### src/rtl/fp_addsub_seq_pkg.sv
// Shared types and constants for the multi-cycle binary32 add/subtract unit.
// Holds the FSM state encoding, special-value constants and the operand unpacker.
package fp_addsub_seq_pkg;

  typedef enum logic [2:0] {
    FPS_IDLE  = 3'd0,
    FPS_ALIGN = 3'd1,
    FPS_ADD   = 3'd2,
    FPS_NORM  = 3'd3,
    FPS_DONE  = 3'd4
  } fp_state_t;

  localparam logic [31:0] FP_QNAN    = 32'h7FC0_0000;
  localparam logic [30:0] FP_INF_MAG = 31'h7F80_0000;
  localparam logic [7:0]  FP_EXP_MAX = 8'd255;

  typedef struct packed {
    logic        sign;
    logic [7:0]  exp;
    logic [22:0] frac;
    logic [23:0] mant;
  } fp_unp_t;

  // Denormals flush to zero: a zero exponent yields a zero mantissa.
  function automatic fp_unp_t fp_unpack(input logic [31:0] v, input logic flip);
    fp_unp_t u;
    u.sign = v[31] ^ flip;
    u.exp  = v[30:23];
    u.frac = v[22:0];
    u.mant = (v[30:23] == 8'd0) ? 24'd0 : {1'b1, v[22:0]};
    return u;
  endfunction

endpackage

### src/rtl/fp_lzc24.sv
// Combinational leading-zero counter for a 24-bit mantissa sum.
// The count is 0 when the input is entirely zero; use the zero flag in that case.
module fp_lzc24 (
  input  logic [23:0] value,
  output logic [4:0]  count,
  output logic        zero
);

  logic found;

  always_comb begin
    count = 5'd0;
    found = 1'b0;
    for (int i = 23; i >= 0; i--) begin
      if (!found && value[i]) begin
        count = 5'(23 - i);
        found = 1'b1;
      end
    end
  end

  assign zero = ~|value;

endmodule

### src/rtl/fp_addsub_seq.sv
// Multi-cycle binary32 add/subtract: IDLE -> ALIGN -> ADD -> NORM -> DONE.
// Truncating rounding, denormals flushed to zero, start/ready/done handshake.
module fp_addsub_seq
  import fp_addsub_seq_pkg::*;
(
  input  logic        clk,
  input  logic        rst,
  input  logic        start,
  input  logic        op,
  input  logic [31:0] a,
  input  logic [31:0] b,
  output logic        ready,
  output logic        done,
  output logic [31:0] result,
  output logic        overflow,
  output logic        invalid
);

  fp_state_t state, state_next;

  fp_unp_t     opa_q, opb_q;
  logic        nan_q;
  logic        sign_l_q, sign_s_q;
  logic [7:0]  exp_l_q;
  logic [23:0] mant_l_q, mant_s_q;
  logic [24:0] sum_q;
  logic [31:0] result_q;
  logic        overflow_q, invalid_q;

  always_ff @(posedge clk or posedge rst) begin
    if (rst) state <= FPS_IDLE;
    else     state <= state_next;
  end

  always_comb begin
    state_next = state;
    ready      = 1'b0;
    done       = 1'b0;
    case (state)
      FPS_IDLE: begin
        ready = 1'b1;
        if (start) state_next = FPS_ALIGN;
      end
      FPS_ALIGN: state_next = FPS_ADD;
      FPS_ADD:   state_next = FPS_NORM;
      FPS_NORM:  state_next = FPS_DONE;
      FPS_DONE: begin
        done       = 1'b1;
        state_next = FPS_IDLE;
      end
      default:   state_next = FPS_IDLE;
    endcase
  end

  // Alignment: the larger {exp, frac} becomes L, ties favour operand a.
  logic        a_ge_b;
  logic        sign_l_c, sign_s_c;
  logic [7:0]  exp_l_c, exp_s_c, exp_diff;
  logic [23:0] mant_l_c, mant_s_c, mant_s_al;

  always_comb begin
    a_ge_b    = {opa_q.exp, opa_q.frac} >= {opb_q.exp, opb_q.frac};
    sign_l_c  = a_ge_b ? opa_q.sign : opb_q.sign;
    sign_s_c  = a_ge_b ? opb_q.sign : opa_q.sign;
    exp_l_c   = a_ge_b ? opa_q.exp  : opb_q.exp;
    exp_s_c   = a_ge_b ? opb_q.exp  : opa_q.exp;
    mant_l_c  = a_ge_b ? opa_q.mant : opb_q.mant;
    mant_s_c  = a_ge_b ? opb_q.mant : opa_q.mant;
    exp_diff  = exp_l_c - exp_s_c;
    mant_s_al = (exp_diff >= 8'd24) ? 24'd0 : (mant_s_c >> exp_diff);
  end

  // L is never smaller than the aligned S, so the difference cannot go negative.
  logic [24:0] sum_c;

  always_comb begin
    if (sign_l_q ^ sign_s_q) sum_c = {1'b0, mant_l_q} - {1'b0, mant_s_q};
    else                     sum_c = {1'b0, mant_l_q} + {1'b0, mant_s_q};
  end

  logic [4:0]        lz;
  logic              lz_zero;
  logic [8:0]        exp_inc;
  logic signed [9:0] exp_dec;
  logic [22:0]       frac_shl;
  logic [31:0]       norm_result;
  logic              norm_ovf, norm_inv;

  fp_lzc24 u_lzc (
    .value (sum_q[23:0]),
    .count (lz),
    .zero  (lz_zero)
  );

  always_comb begin
    exp_inc     = {1'b0, exp_l_q} + 9'd1;
    exp_dec     = $signed({2'b00, exp_l_q}) - $signed({5'b00000, lz});
    frac_shl    = sum_q[22:0] << lz;
    norm_result = 32'd0;
    norm_ovf    = 1'b0;
    norm_inv    = 1'b0;
    if (nan_q) begin
      norm_result = FP_QNAN;
      norm_inv    = 1'b1;
    end else if (!sum_q[24] && lz_zero) begin
      norm_result = 32'd0;
    end else if (sum_q[24]) begin
      if (exp_inc == {1'b0, FP_EXP_MAX}) begin
        norm_result = {sign_l_q, FP_INF_MAG};
        norm_ovf    = 1'b1;
      end else begin
        norm_result = {sign_l_q, exp_inc[7:0], sum_q[23:1]};
      end
    end else if (exp_dec <= 10'sd0) begin
      norm_result = {sign_l_q, 31'd0};
    end else begin
      norm_result = {sign_l_q, exp_dec[7:0], frac_shl};
    end
  end

  // Each stage's registers load only in their own state; outputs hold between operations.
  always_ff @(posedge clk or posedge rst) begin
    if (rst) begin
      opa_q      <= '0;
      opb_q      <= '0;
      nan_q      <= 1'b0;
      sign_l_q   <= 1'b0;
      sign_s_q   <= 1'b0;
      exp_l_q    <= 8'd0;
      mant_l_q   <= 24'd0;
      mant_s_q   <= 24'd0;
      sum_q      <= 25'd0;
      result_q   <= 32'd0;
      overflow_q <= 1'b0;
      invalid_q  <= 1'b0;
    end else begin
      case (state)
        FPS_IDLE: begin
          if (start) begin
            opa_q <= fp_unpack(a, 1'b0);
            opb_q <= fp_unpack(b, op);
            nan_q <= (a[30:23] == FP_EXP_MAX) || (b[30:23] == FP_EXP_MAX);
          end
        end
        FPS_ALIGN: begin
          sign_l_q <= sign_l_c;
          sign_s_q <= sign_s_c;
          exp_l_q  <= exp_l_c;
          mant_l_q <= mant_l_c;
          mant_s_q <= mant_s_al;
        end
        FPS_ADD: sum_q <= sum_c;
        FPS_NORM: begin
          result_q   <= norm_result;
          overflow_q <= norm_ovf;
          invalid_q  <= norm_inv;
        end
        default: ;
      endcase
    end
  end

  assign result   = result_q;
  assign overflow = overflow_q;
  assign invalid  = invalid_q;

endmodule

### config.mk
export PLATFORM = sky130hd
export DESIGN_NAME = fp_addsub_seq
export DESIGN_NICKNAME = d
export VERILOG_FILES = /design/src/rtl/fp_addsub_seq_pkg.sv /design/src/rtl/fp_lzc24.sv /design/src/rtl/fp_addsub_seq.sv
export SDC_FILE = /design/constraint.sdc
export NUM_CORES = 1
export LEC_CHECK = 0
export ABC_AREA = 1
export CAP_MARGIN = 20
export CELL_PAD_IN_SITES_DETAIL_PLACEMENT = 1
export CELL_PAD_IN_SITES_GLOBAL_PLACEMENT = 2
export CORE_UTILIZATION = 38
export CTS_BUF_LIST = sky130_fd_sc_hd__clkbuf_8
export CTS_CLUSTER_SIZE = 14
export DETAILED_ROUTE_END_ITERATION = 6
export PLACE_DENSITY = 0.92
export SETUP_SLACK_MARGIN = 0.02
export SYNTH_ARGS = -nofsm -noshare
export SYNTH_HDL_FRONTEND = slang
export SYNTH_SLANG_ARGS = --single-unit
### constraint.sdc
create_clock -name clk -period 12 [get_ports clk]
set_input_delay 1.8 -clock clk [delete_from_list [all_inputs] [get_ports clk]]
set_output_delay 1.8 -clock clk [all_outputs]
set_load 0.005 [all_outputs]
Word level (Yosys, flattened, before mapping)
Cells that the tools add are included.

Add/sub/neg operators: 5. $lt $le $gt $ge: 3. Eq/ne operators: 8. Shift-type cells: 2. Multiplexer cells: 70. Bitwise gates (word level): 2. Reductions and logical operators: 55.

Operators by type and width (count): 24-bit 2-to-1 mux (5); 31-bit 2-to-1 mux (3); 32-bit 2-to-1 mux (2); 5-bit 2-to-1 mux (8); 1-bit 2-to-1 mux (33); 4-bit 2-to-1 mux (8); 31-bit >= comparator (1); 24-bit by 24-bit adder with 25-bit output (1); 1-bit zero test (25); 25-bit 2-to-1 mux (1); 24-bit by 24-bit subtractor with 25-bit output (1); 1-bit logical AND (24); 24-bit OR reduction (1); 24-bit by 8-bit right shift with 24-bit output (1); 23-bit by 5-bit left shift with 23-bit output (1); 8-bit equality test (second input constant) (2); 8-bit zero test (2); 8-bit 2-to-1 mux (2); 3-bit 2-to-1 mux (5); 3-bit case mux with 4 select lines (1); 8-bit by 1-bit adder with 9-bit output (second input constant) (1); 9-bit by 8-bit equality test with 1-bit output (second input constant) (1); 9-bit by 1-bit <= comparator with 1-bit output (second input constant) (1); 8-bit by 5-bit subtractor with 9-bit output (1); other kinds (11) (14).

Bits in registers: 233. Input port bits: 68. Output and inout bits: 36.

Logic depth before layout (Yosys ltp)
Gate-level depths: netlist of run 1.

Word-level depth: 76. Gate-level depth with buffers: 32. Gate-level depth less buffers: 30.

By module
Synthesis of run 1 repeated with hierarchy kept, for this count alone.

Cell total of the unflattened synthesis: 2130. Area, all modules: 15262.1 um^2.

By module, submodules not included: fp_addsub_seq (instances 1, cells each 2045, area an instance 14808.0 um^2); fp_lzc24 (instances 1, cells each 85, area an instance 454.2 um^2).

Worst setup path before layout of run 1
Ideal clock, no wire load.

Kind: reg2reg. Start: reg sum_q[23]. End: reg result_q[7] (netlist: result[7]). Library setup time: 76 ps. Arrival: 4157 ps. Required time: 11924 ps. Path slack: 7767 ps. Cell stages (with the launch flop): 31. Cell sequence: dfrtp_1 nor2_1 nand2_1 nor2_2 nand4_1 nor3_2 nand4_1 nor2_2 nand2_1 nor2_2 o21a_1 nor2_1 nand3_1 inv_1 clkbuf_1 ha_1 a21oi_1 o21ai_0 a21oi_1 nor2_1 nor2_1 nand3_1 xor2_1 nor4_1 nand2_1 nand2_1 nor2_1 nand2_1 o21ai_0 nand2_1 o21ai_1.

Word-level cells in the longest chain between the ends: 76. Elaborated cells on any way between the ends: 102. Classes of those cells: 1 x add/sub; 1 x order compare; 1 x shift; 50 x mux; 49 x reduce/logical.

Ends and longest elaborated chain: start, declared (line fp_addsub_seq.sv:26) `logic [24:0] sum_q;`; start signal, assigned (line fp_addsub_seq.sv:152) `FPS_ADD: sum_q <= sum_c;`; 1-bit 2-to-1 mux (line fp_lzc24.sv:15) `if (!found && value[i]) begin`; 1-bit zero test (line fp_lzc24.sv:15); 1-bit logical AND (line fp_lzc24.sv:15); 1-bit 2-to-1 mux (line fp_lzc24.sv:15); 1-bit zero test (line fp_lzc24.sv:15); 1-bit logical AND (line fp_lzc24.sv:15); 1-bit 2-to-1 mux (line fp_lzc24.sv:15); 1-bit zero test (line fp_lzc24.sv:15); [60 not listed]; 1-bit logical AND (line fp_lzc24.sv:15); 5-bit 2-to-1 mux (line fp_lzc24.sv:15); 8-bit by 5-bit subtractor with 9-bit output (line fp_addsub_seq.sv:97) `exp_dec = $signed({2'b00, exp_l_q}) - $signed({5'b00000, lz});`; 9-bit by 1-bit <= comparator with 1-bit output (line fp_addsub_seq.sv:114) `end else if (exp_dec <= 10'sd0) begin`; 31-bit 2-to-1 mux (line fp_addsub_seq.sv:114); 31-bit 2-to-1 mux (line fp_addsub_seq.sv:107) `end else if (sum_q[24]) begin`; 32-bit 2-to-1 mux (*) (line fp_addsub_seq.sv:105) `end else if (!sum_q[24] && lz_zero) begin`; 32-bit 2-to-1 mux (*) (line fp_addsub_seq.sv:102) `if (nan_q) begin`; end signal, assigned (line fp_addsub_seq.sv:154) `result_q <= norm_result;`; end, declared (line fp_addsub_seq.sv:27) `logic [31:0] result_q;`.

Every way passes the cells marked *; elsewhere a longest branch is shown, timed or not. A chain may end at the register's enable or synchronous reset.

Worst setup path after layout of run 1
Ends and elaborated chain as after synthesis.

==> results of run 1 <==
-- cell usage after synthesis (4+ instances only) --
cell	instances
xnor2_1	15
clkbuf_1	70
buf_1	14
nor2_1	120
ha_1	65
nor3_1	22
a31oi_1	11
or2_2	4
buf_6	5
o22ai_1	28
clkinv_1	6
o211ai_1	8
inv_2	9
xor2_1	37
nand3_1	253
a21oi_1	81
nor4_1	13
o21ai_1	25
nand4_1	25
dfrtp_1	233
nand3_2	8
inv_1	200
o21ai_0	223
nor2_2	5
nand2_1	644
buf_2	9
-- cell type report --
class / instances / share of cell area
clock buffer: 62 / 0.0482
timing repair buffer: 117 / 0.0641
sequential: 233 / 0.329
multi-input combinational: 1631 / 0.469
tap: 525 / 0.0371
clock inverter: 20 / 0.00607
inverter: 216 / 0.0463
-- worst max-delay path: cells and delay by family (launching register included) --
kind                     cells  cell delay [ps]
flip-flops                   1              410
AND/OR/NAND/NOR             20             3560
XOR/XNOR                     1              180
AO/OA/AOI/OAI                6              950
buffers and inverters        1              550
adder cells (fa/ha/maj)      1              490
-- per-stage QoR --
step / std cells / cell area (um^2) / util / hold slack (ps)
2_1_floorplan: 2179 / 15400 / - / 453
3_3_place_gp: 2722 / 16800 / 0.421 / 467
3_5_place_dp: 2722 / 16800 / 0.421 / 475
4_1_cts: 2804 / 17700 / 0.445 / 489
5_1_grt: 2804 / 17700 / 0.445 / 517
6_report: 2804 / 17700 / 0.445 / 485
-- cell families (layout without fill, tap and decap cells) --
family | after synthesis | in the layout | share of synthesized area
buffers and inverters | 315 | 415 | 0.0805
adders and majority gates | 67 | 67 | 0.0555
and+or+nand+nor | 1114 | 1114 | 0.313
xor gates and xnor gates | 54 | 54 | 0.0325
DFF | 233 | 233 | 0.379
AOI/OAI and AO/OA | 396 | 396 | 0.139
-- state kept, by name (all words and copies together), names as in the netlist --
signal    flops
sign_s_q      1
exp_l_q       8
opb_q        56
result       32
overflow      1
nan_q         1
opa_q        56
sign_l_q      1
sum_q        25
mant_s_q     24
mant_l_q     24
state         3
invalid       1
-- worst min-delay path by stage --
stage | from | end | slack (ps) | cells after the start
6_report | opb_q[53] | opb_q[53] | 480 | 2
5_1_grt | overflow | overflow | 520 | 2
4_1_cts | opb_q[53] | opb_q[53] | 490 | 2
3_5_place_dp | opb_q[53] | opb_q[53] | 470 | 2
3_3_place_gp | opb_q[24] | opb_q[24] | 470 | 2
2_1_floorplan | opb_q[24] | opb_q[24] | 450 | 2
-- layer usage --
metal  GRT usage  vias to the layer above
li1            -                     7325
met1       0.346                     7424
met2       0.424                      284
met3      0.0326                       86
met4      0.0830                        0
met5           0                        -
==> summary.md, run 1 <==
| Metric | Value |
|---|---|
| CP max-delay cell | `nand3_1` |
| Final WL | `52100 um` |
| Clock slew at reported path FFs | `60 ps` |
| Slew of the pin with the lowest slew margin | `1050 ps` |
| Worst R2R Setup Slack | `5740 ps` |
| Max cap viols | `0` |
| Met3 wire length | `1770 um` |
| Final setup viols | `0` |
| Post-CTS Setup Inserts | `0` |
| Synth-to-layout area growth | `15.3%` |
| Slew margin rel. | `0.300` |
| Row count | `73` |
| CTS-repair resized insts | `0` |
| Worst Setup EP | `result[7]` |
| Initial antenna violation count | `0` |
| Final GP Congestion | `0.923` |
| Ranking of synthesized cells by area | `dfrtp_1 38%, nand2_1 16%, nand3_1 8.2%` |
| Crit Path Max Fanout | `21` |
| FMAX | `0.160 GHz` |
| Antenna viol nets, final | `0` |
| Overall Global Routing Usage | `0.256` |
| CTS buffer count | `45` |
| Port bufs | `103` |
| Layout cell share with drive strength beyond 1 | `0.0562` |
| Clock Sink Count | `233` |
| #FFs+latches synth | `233` |
| # hold bufs at CTS | `0` |
| Worst Setup SP | `sum_q[23]` |
| Largest net degree at the start of global routing | `100` |
| Ys flop type | `dfrtp_1` |
| Mapped Area | `15400 um^2` |
| Die H | `203 um` |
| Sequential share of the synthesized area | `0.379` |
| Die Area | `41200 um^2` |
| Clk_lat worst skew | `630 ps` |
| Root Driver | `clkbuf_8` |
| Worst EP arrival | `6790 ps` |
| First-pass GRT wire length | `84100 um` |
| Final setup margin | `5740 ps` |
| Run status | `finished clean` |
| Worst slack at placement | `5800 ps` |
| CP peak stage delay | `550 ps` |
| Area leader, netlist | `dfrtp_1` |
| Syn nets | `2314` |
| Average wire per standard cell | `18.6 um` |
| CP most frequent cell | `nand2_1` |
| Final #Nets | `2379` |
| Ys async rst share | `1.00` |
| Final Hold Viols | `0` |
| Synth unique cells | `58` |
| Avg Cell Area, Syn | `7.05 um^2` |
| Io pins | `104` |
| Antenna diodes | `0` |
| Clk buf depth | `3` |
| Worst path required time | `12530 ps` |
| Vias | `15100` |
| Met2 Wirelength | `24800 um` |
| Initial Utilization | `0.386` |
| TritonCTS clock tree | `yes` |
| Post-synth EDFFs | `0` |
| Congestion Overflow GR | `0` |
| Reg2Reg Depth | `29` |
| Footprint of the multi-input gates | `8310 um^2` |
| Core footprint | `39800 um^2` |
| Crit path capture type | `flop` |
| Setup CP Type | `flop to flop` |
| Most frequent cells in the layout | `643 x nand2_1, 253 x nand3_1, 233 x dfrtp_1` |
| R2r startpoint | `sum_q[23]` |
| Type of origin of the critical path | `flop` |
| Fin crit period | `6260 ps` |
| Post-synth top area share | `0.379` |
| Drt first pass iters | `5` |
| Yosys warns | `0` |
| H-tree depth | `2` |
| Vias/cell | `5.39` |
| Worst hold path type | `flop to flop` |
| Most common cell after layout, fill and taps aside | `nand2_1` |
| Clock skew | `45.4 ps` |
| Top Layer Used | `met4` |
| Initial drt markers | `950` |
| M1 WL | `24100 um` |
| Chip Width | `203 um` |
| RSZ-0062 raised after global routing | `false` |
| DRC Markers | `0` |
| RR Endpoint | `result[7]` |
| Sequential Area | `5830 um^2` |
| Vias in the first global route | `15400` |
| Period utilisation layout | `0.522` |
| Post-synthesis cell count | `2179` |
| Filler cells | `5153` |
| Dpl hpwl | `39000 um` |
| Setup tns final | `0 ps` |
| Pins Over Slew Limit | `0` |
Power of run 1 is left out: the tool's default activity adds up to more than one toggle a clock period on the data nets, which glitch-free logic cannot reach.
==> run 2, diff against run 1 <==
CORE_UTILIZATION = 32   (was 38)
PLACE_DENSITY = 0.83   (was 0.92)
clock period = 5.7 ns   (was 12 ns; I/O delays follow)
==> run 2 against run 1 <==
  * Critical path depth did not move
  * Highest routed layer unchanged
  * Via count is 0.50% lower
  * Routed wire length rose by 1.3%
  * First-iteration DRC count down 15%
  * Global-route usage fell by 3.9 points
  * Die area is 19% higher
  * Count of clock-buffer cells in the layout down 13
  * Largest cell class unchanged
  * Non-clock buffer count grew 18
  * Cell count is 3.2% higher
  * Maximum frequency increased by 30%
==> summary.md, run 2 (synthesized netlist as in run 1, its figures left out) <==
| Metric | Value |
|---|---|
| RSZ-0062 raised after global routing | `false` |
| Port bufs | `103` |
| Slew margin rel. | `0.381` |
| Die Area | `48900 um^2` |
| Fin crit period | `4820 ps` |
| Root Driver | `clkbuf_8` |
| Reg2Reg Depth | `29` |
| Type of origin of the critical path | `flop` |
| Layout cell share with drive strength beyond 1 | `0.0586` |
| Buf/Inv on CP | `2` |
| R2r startpoint | `sum_q[23]` |
| Dpl hpwl | `40600 um` |
| Die H | `221 um` |
| Period utilisation layout | `0.845` |
| Worst hold path depth | `2` |
| Most common cell after layout, fill and taps aside | `nand2_1` |
| Clk buf depth | `3` |
| CTS buffer count | `43` |
| Pins Over Slew Limit | `0` |
| Setup CP Type | `flop to flop` |
| Antenna viol nets, final | `0` |
| Worst hold endpoint | `result[19]` |
| Crit path capture type | `flop` |
| Vias/cell | `5.20` |
| Crit Path Max Fanout | `9` |
| Initial drt markers | `811` |
| Core footprint | `47000 um^2` |
| Final Hold Viols | `0` |
| Worst R2R Setup Slack | `880 ps` |
| Row count | `79` |
| Clock skew | `29.3 ps` |
| TritonCTS clock tree | `yes` |
| Final setup viols | `0` |
| FMAX | `0.208 GHz` |
| Most frequent cells in the layout | `643 x nand2_1, 253 x nand3_1, 233 x dfrtp_1` |
| Initial Utilization | `0.327` |
| CP peak stage delay | `420 ps` |
| H-tree depth | `2` |
| Vias in the first global route | `15700` |
| First-pass GRT wire length | `85800 um` |
| Io pins | `104` |
| Final #Nets | `2395` |
| Largest net degree at the start of global routing | `125` |
| Average wire per standard cell | `18.2 um` |
| Worst path top cell family by delay | `simple AND/OR/NAND/NOR gates` |
| Max cap viols | `0` |
| Clock Sink Count | `233` |
| Final WL | `52800 um` |
| DRC Markers | `0` |
| Vias | `15000` |
| Setup tns final | `0 ps` |
| Slew of the pin with the lowest slew margin | `927 ps` |
| Run status | `finished clean` |
| # hold bufs at CTS | `0` |
| Final GP Congestion | `0.884` |
| Post-CTS Setup Inserts | `0` |
| Clk_lat worst skew | `600 ps` |
| Worst hold path type | `flop to flop` |
| Synth-to-layout area growth | `16.1%` |
| Clock slew at reported path FFs | `60 ps` |
| Congestion Overflow GR | `0` |
| Worst EP arrival | `5310 ps` |
| Hold Startpoint | `result[19]` |
| Antenna diodes | `0` |
| Overall Global Routing Usage | `0.217` |
| RR Endpoint | `result[1]` |
| Chip Width | `221 um` |
| Filler cells | `5909` |
| Worst path required time | `6190 ps` |
| CTS-repair resized insts | `0` |
| CP max-delay cell | `dfrtp_1` |
| Drt first pass iters | `4` |
| Initial antenna violation count | `0` |
run 2: layer usage:
layer  vias to the layer above  global-route usage  wire (um)
li1                       7360                   -          -
met1                      7440               0.292      25000
met2                       182               0.370      25500
met3                        61              0.0232       1320
met4                         0              0.0544        916
met5                         -                   0          0
run 2: worst min-delay path: cells and delay by family (launching register included):
kind          cells  cell delay [ps]
flops             1              340
simple gates      2              100
run 2: how the worst max path moves through the flow:
stage / start / endpoint / slack (ps) / cells after the start
after floorplan: sum_q[23] / result[7] / 1470 / 30
after global placement: sum_q[23] / result[1] / 1100 / 29
after detailed placement: sum_q[23] / result[1] / 910 / 29
after CTS: sum_q[23] / result[1] / 900 / 29
after global routing: sum_q[23] / result[1] / 240 / 29
final: sum_q[23] / result[1] / 880 / 29
run 2: layout make-up:
cell class / count / area [um^2] / share of cell area
multi-input cells: 1631 / 8310 / 0.466
flip-flops and latches: 233 / 5830 / 0.327
repair buffers: 135 / 1280 / 0.0719
inverters: 216 / 817 / 0.0458
well taps: 607 / 759 / 0.0426
clock buffers: 49 / 674 / 0.0378
clock inverters: 24 / 166 / 0.00933
run 2: through the flow:
stage	instance area, um^2	util	hold slack (ps)	setup WS (ps)	instances
5_1_grt	17800	0.380	519	239	2895
4_1_cts	17800	0.380	487	905	2895
2_1_floorplan	15400	-	453	1470	2179
3_3_place_gp	17000	0.362	470	1100	2822
3_5_place_dp	17000	0.362	473	915	2822
6_report	17800	0.380	481	884	2895
Power of run 2 is left out for the same reason.
==> run 3, diff against run 2 <==
CORE_UTILIZATION = 35   (was 32)
PLACE_DENSITY = 0.86   (was 0.83)
clock period = 4.66 ns   (was 5.7 ns; I/O delays follow)
==> run 3 against run 2 <==
  * Cell area rose by 1.6%
  * Clock skew about the same
  * First-iteration DRC count rose by 9.6%
  * Routed wire length fell by 1.5%
  * Setup slack worse by 630 ps
  * Maximum frequency up 9.2%
  * Register-to-register slack worse by 630 ps
==> summary.md, run 3 (synthesized netlist as in run 1, its figures left out) <==
| Metric | Value |
|---|---|
| Pins Over Slew Limit | `0` |
| Initial drt markers | `889` |
| First-pass GRT wire length | `83400 um` |
| Crit path capture type | `flop` |
| Worst EP arrival | `4920 ps` |
| Chip Width | `212 um` |
| Antenna diodes | `0` |
| Drt first pass iters | `5` |
| DRC Markers | `0` |
| CP most frequent cell | `nor2_1` |
| Buf/Inv on CP | `2` |
| DP Area | `17000 um^2` |
| Fin crit period | `4410 ps` |
| Initial antenna violation count | `0` |
| Dpl cells | `2807` |
| Run status | `finished clean` |
| Final GP Congestion | `0.917` |
| Clk buf depth | `3` |
| Die Area | `44700 um^2` |
| Dpl hpwl | `39500 um` |
| Clock skew | `29.3 ps` |
| Final Non-Filler Cells | `2891` |
| Slew margin rel. | `0.425` |
| Root Driver | `clkbuf_8` |
| Largest net degree at the start of global routing | `122` |
| Setup CP Type | `flop to flop` |
| Final setup viols | `0` |
| Final #Nets | `2407` |
| Worst path required time | `5170 ps` |
| Layout cell share with drive strength beyond 1 | `0.0776` |
| Overall Global Routing Usage | `0.236` |
| Row count | `76` |
| TritonCTS clock tree | `yes` |
| Port bufs | `103` |
| Filler cells | `5476` |
| Crit Path Max Fanout | `6` |
| Vias | `15000` |
| Core footprint | `43200 um^2` |
| Period utilisation layout | `0.946` |
| Vias in the first global route | `15200` |
| Clk_lat worst skew | `620 ps` |
| Final Hold Viols | `0` |
| Type of origin of the critical path | `flop` |
| Sequential Area | `5830 um^2` |
| Layout Cell Area excl Fill | `18100 um^2` |
| CP max-delay cell | `fa_1` |
| Average wire per standard cell | `18.0 um` |
| Most frequent cells in the layout | `640 x nand2_1, 252 x nand3_1, 233 x dfrtp_1` |
| Initial Utilization | `0.356` |
| H-tree depth | `2` |
| Antenna viol nets, final | `0` |
| Setup tns final | `0 ps` |
| Worst path top cell family by delay | `simple AND/OR/NAND/NOR gates` |
| Hold slack | `487 ps` |
| CTS buffer count | `43` |
| Clock slew at reported path FFs | `60 ps` |
| Io pins | `104` |
| Max cap viols | `0` |
| Most common cell after layout, fill and taps aside | `nand2_1` |
| Die H | `212 um` |
| Final WL | `52000 um` |
| Slew of the pin with the lowest slew margin | `862 ps` |
| Congestion Overflow GR | `0` |
| Synth-to-layout area growth | `18.0%` |
| Clock Sink Count | `233` |
| Worst hold path type | `flop to flop` |
| FMAX | `0.227 GHz` |
| CP peak stage delay | `410 ps` |
| Vias/cell | `5.20` |
| Footprint of the multi-input gates | `8440 um^2` |
## run 3: worst min-delay path: stages (launching register included)
cell     delay, ps
dfrtp_1        350
nand2_1         60
nand2_1         50
## run 3: worst paths after layout
kind                            from        end  slack (ps)  depth (start not counted)
setup reg to reg           sum_q[22]  result[9]         250                         25
max in group asynchronous        rst   opa_q[9]        3420                          3
hold / removal             result[6]  result[6]         490                          2
hold reg to reg            result[6]  result[6]         490                          2
min in group asynchronous        rst  opa_q[49]         580                          3
setup / recovery           sum_q[22]  result[9]         250                         25
## run 3: what timing repair did
action | CTS | global route
endpoints found under the setup margin | 9 | 47
resized for setup | 2 | 33
buffers inserted | 0 | 4
gates cloned | 0 | 1
hold buffers | 0 | 0
pin swaps | 0 | 11
## run 3: routing by layer
metal  track usage  routed length, um  up-vias
met5             0                  0        -
met4        0.0745               1430        0
met1         0.316              24100     7335
met2         0.392              24900      227
met3        0.0343               1590       80
li1              -                  -     7390
## run 3: area by class of cell
type | instances | area share
multi-input cells | 1632 | 0.465
flip-flops and latches | 233 | 0.321
repair buffers | 146 | 0.0764
inverters | 216 | 0.0451
clock buffers | 59 | 0.0448
well taps | 585 | 0.0404
clock inverters | 20 | 0.00649
## run 3: per-stage QoR
step                utilization  worst slack, ps
floorplan                     -              427
global placement          0.395             96.0
detailed placement        0.395            -42.5
CTS                       0.416              102
global route              0.420            -93.0
finish                    0.420              251
Power of run 3 is left out for the same reason.
==> RTL edit: new RTL, config.mk and constraints of run 2 <==
Encoding of `fp_state_t`: now one-hot (5 bits for 5 states).
--- a/src/rtl/fp_addsub_seq_pkg.sv
+++ b/src/rtl/fp_addsub_seq_pkg.sv
@@ -2,12 +2,12 @@
 // Holds the FSM state encoding, special-value constants and the operand unpacker.
 package fp_addsub_seq_pkg;
 
-  typedef enum logic [2:0] {
-    FPS_IDLE  = 3'd0,
-    FPS_ALIGN = 3'd1,
-    FPS_ADD   = 3'd2,
-    FPS_NORM  = 3'd3,
-    FPS_DONE  = 3'd4
+  typedef enum logic [4:0] {
+    FPS_IDLE  = 5'b00001,
+    FPS_ALIGN = 5'b00010,
+    FPS_ADD   = 5'b00100,
+    FPS_NORM  = 5'b01000,
+    FPS_DONE  = 5'b10000
   } fp_state_t;
 
   localparam logic [31:0] FP_QNAN    = 32'h7FC0_0000;
Behaviour: no difference found for any inputs over 4 cycles, from zero or initial values and one cycle with rst high; so few cycles prove little.
==> RTL edit against run 2 <==
- sequential cell count rose by 2
- largest cell class unchanged
- critical path depth is 3 higher
- design area increased by 1.5%
- count of clock-buffer cells in the layout up 5
- final cell count is 0.14% lower
- setup slack got worse by 0.25 ns
- critical path type unchanged
- synthesized area up 1.3%
- worst hold slack worse by 0.0034 ns
- synthesized cell count down 0.41%
- wire length rose by 0.86%
Power is not shown: default switching activity piles up to over one toggle a cycle in this logic, so the estimate is an artifact.
==> RTL edit: results (changes against run 2) <==
----------------------------------------------------
[GRT]
  Vias in the first global route ... 15710 (+0.26%)
  Total global routing track utilization ... 0.2169 (about the same)
  Maximum number of pins on one net before global-route repair ... 127 (+1.6%)
  Number of antenna violations at the first check in global routing ... 0 (unchanged)
  Global-route wire length before repair ... 86460 um (+0.76%)

[Layout]
  Share of final-layout standard cells stronger than drive strength 1 ... 0.07733 (+0.01876)
  Final-stage net count ... 2381 (-0.58%)
  Antenna fix cells ... 0 (unchanged)
  Count of filler cells inserted in the layout ... 5981 (+1.2%)

[Detailed routing]
  Number of DRC violations after detailed-routing iteration 0 ... 771 (-4.9%)
  Post-detailed-routing wire length ... 53200 um (+0.86%)
  Mean number of vias per cell ... 5.217 (+0.39%)
  DR pass1 iterations ... 5 (+1)

[Placed design]
  # port buffers ... 103 (unchanged)
  Final HPWL DP ... 41020 um (+1.1%)
  Final weighted congestion of routability-driven global placement ... 0.8911 (+0.83%)

[Worst setup path]
  Worst-path fanout max ... 7 (-2)
  Data arrival at the endpoint of the critical path ... 5.62 ns (+0.31 ns)
  Worst setup path startpoint ... sum_q[23]
  Register-to-register path setup slack ... 0.63 ns (-0.25 ns)
  Critical Path Slowest Stage Cell ... sky130_fd_sc_hd__dfrtp_1
  Peak per-stage delay on the critical path ... 0.45 ns (+0.03 ns)

[Clock network]
  Clock insertion delay at the later pin of the skew report ... 0.63 ns (+0.03 ns)
  Number of clock buffers inserted by TritonCTS ... 44 (+2.3%)
  Clock buffer depth ... 3 (unchanged)

[Worst hold path]
  Critical hold path startpoint ... opa_q[44]
  Type of the most critical hold path ... reg2reg

[Logic synthesis]
  Number of distinct library cell variants in the gate-level netlist after synthesis ... 62 (+6.9%)
  Commonest cells post-synth ... 625 x sky130_fd_sc_hd__nand2_1, 234 x sky130_fd_sc_hd__dfrtp_1, 220 x sky130_fd_sc_hd__o21ai_0, 219 x sky130_fd_sc_hd__nand3_1, 181 x sky130_fd_sc_hd__inv_1
  Number of warnings printed during yosys synthesis ... 0 (unchanged)
  Post-synthesis sequential area ratio ... 0.3780 (-0.001493)
  Area contributors post-synth ... sky130_fd_sc_hd__dfrtp_1 38%, sky130_fd_sc_hd__nand2_1 15%, sky130_fd_sc_hd__o21ai_0 7.1%
  Mapped Nets ... 2305 (-0.39%)

[Timing]
  Worst-case headroom to the max-slew limit ... 0.3645 (-0.01659)
  Clock skew ... 0.04301 ns (+0.01369 ns)

[Run status]
  Run status ... complete, no violations

----------------------------------------------------
[RTL edit: changes by cell type after synthesis, moves of 15 or more]
cell	before	now
sky130_fd_sc_hd__nand4_1	25	43
sky130_fd_sc_hd__a21oi_1	81	96
sky130_fd_sc_hd__o21ai_1	25	43
sky130_fd_sc_hd__nand2_1	644	625
sky130_fd_sc_hd__inv_1	200	181
sky130_fd_sc_hd__nand3_1	253	219
[RTL edit: cell families after synthesis]
| logic type | synth area share |
|---|---|
| DFF | 0.3780 |
| buffers and inverters | 0.07734 |
| muxes | 0.0006432 |
| and+or+nand+nor | 0.3053 |
| adders and majority gates | 0.05483 |
| AOI/OAI and AO/OA | 0.1548 |
| xor gates and xnor gates | 0.02911 |
[RTL edit: path summary, 6_finish.rpt]
path	end	cells past startpoint
max in group asynchronous	mant_s_q[7]	4
min in group asynchronous	exp_l_q[4]	2
setup / recovery	result[4]	32
hold reg to reg	opa_q[44]	2
hold / removal	opa_q[44]	2
setup reg to reg	result[4]	32
[RTL edit: through the flow]
stage	utilization	std cells	hold slack, ns	instance area [um^2]	setup WS (ns)
2_1_floorplan	-	2170	0.4459	15570	1.225
3_3_place_gp	0.3594	2814	0.4599	17200	0.7791
5_1_grt	0.3786	2891	0.4979	18110	0.1608
3_5_place_dp	0.3594	2814	0.4685	17200	0.6525
4_1_cts	0.3782	2890	0.4833	18090	0.6036
6_report	0.3786	2891	0.4780	18110	0.6314
[RTL edit: final cells by class]
type                    count  area share
clock buffers              54     0.04103
flip-flops and latches    235      0.3247
clock inverters            22    0.008427
multi-input cells        1634      0.4705
repair buffers            133     0.07142
inverters                 198     0.04138
well taps                 615     0.04248
[RTL edit: per-layer routing]
metal,wire length (um),track usage
met3,1474,0.02764
met2,25020,0.3607
met4,1039,0.05339
met5,0,0
met1,25670,0.2973
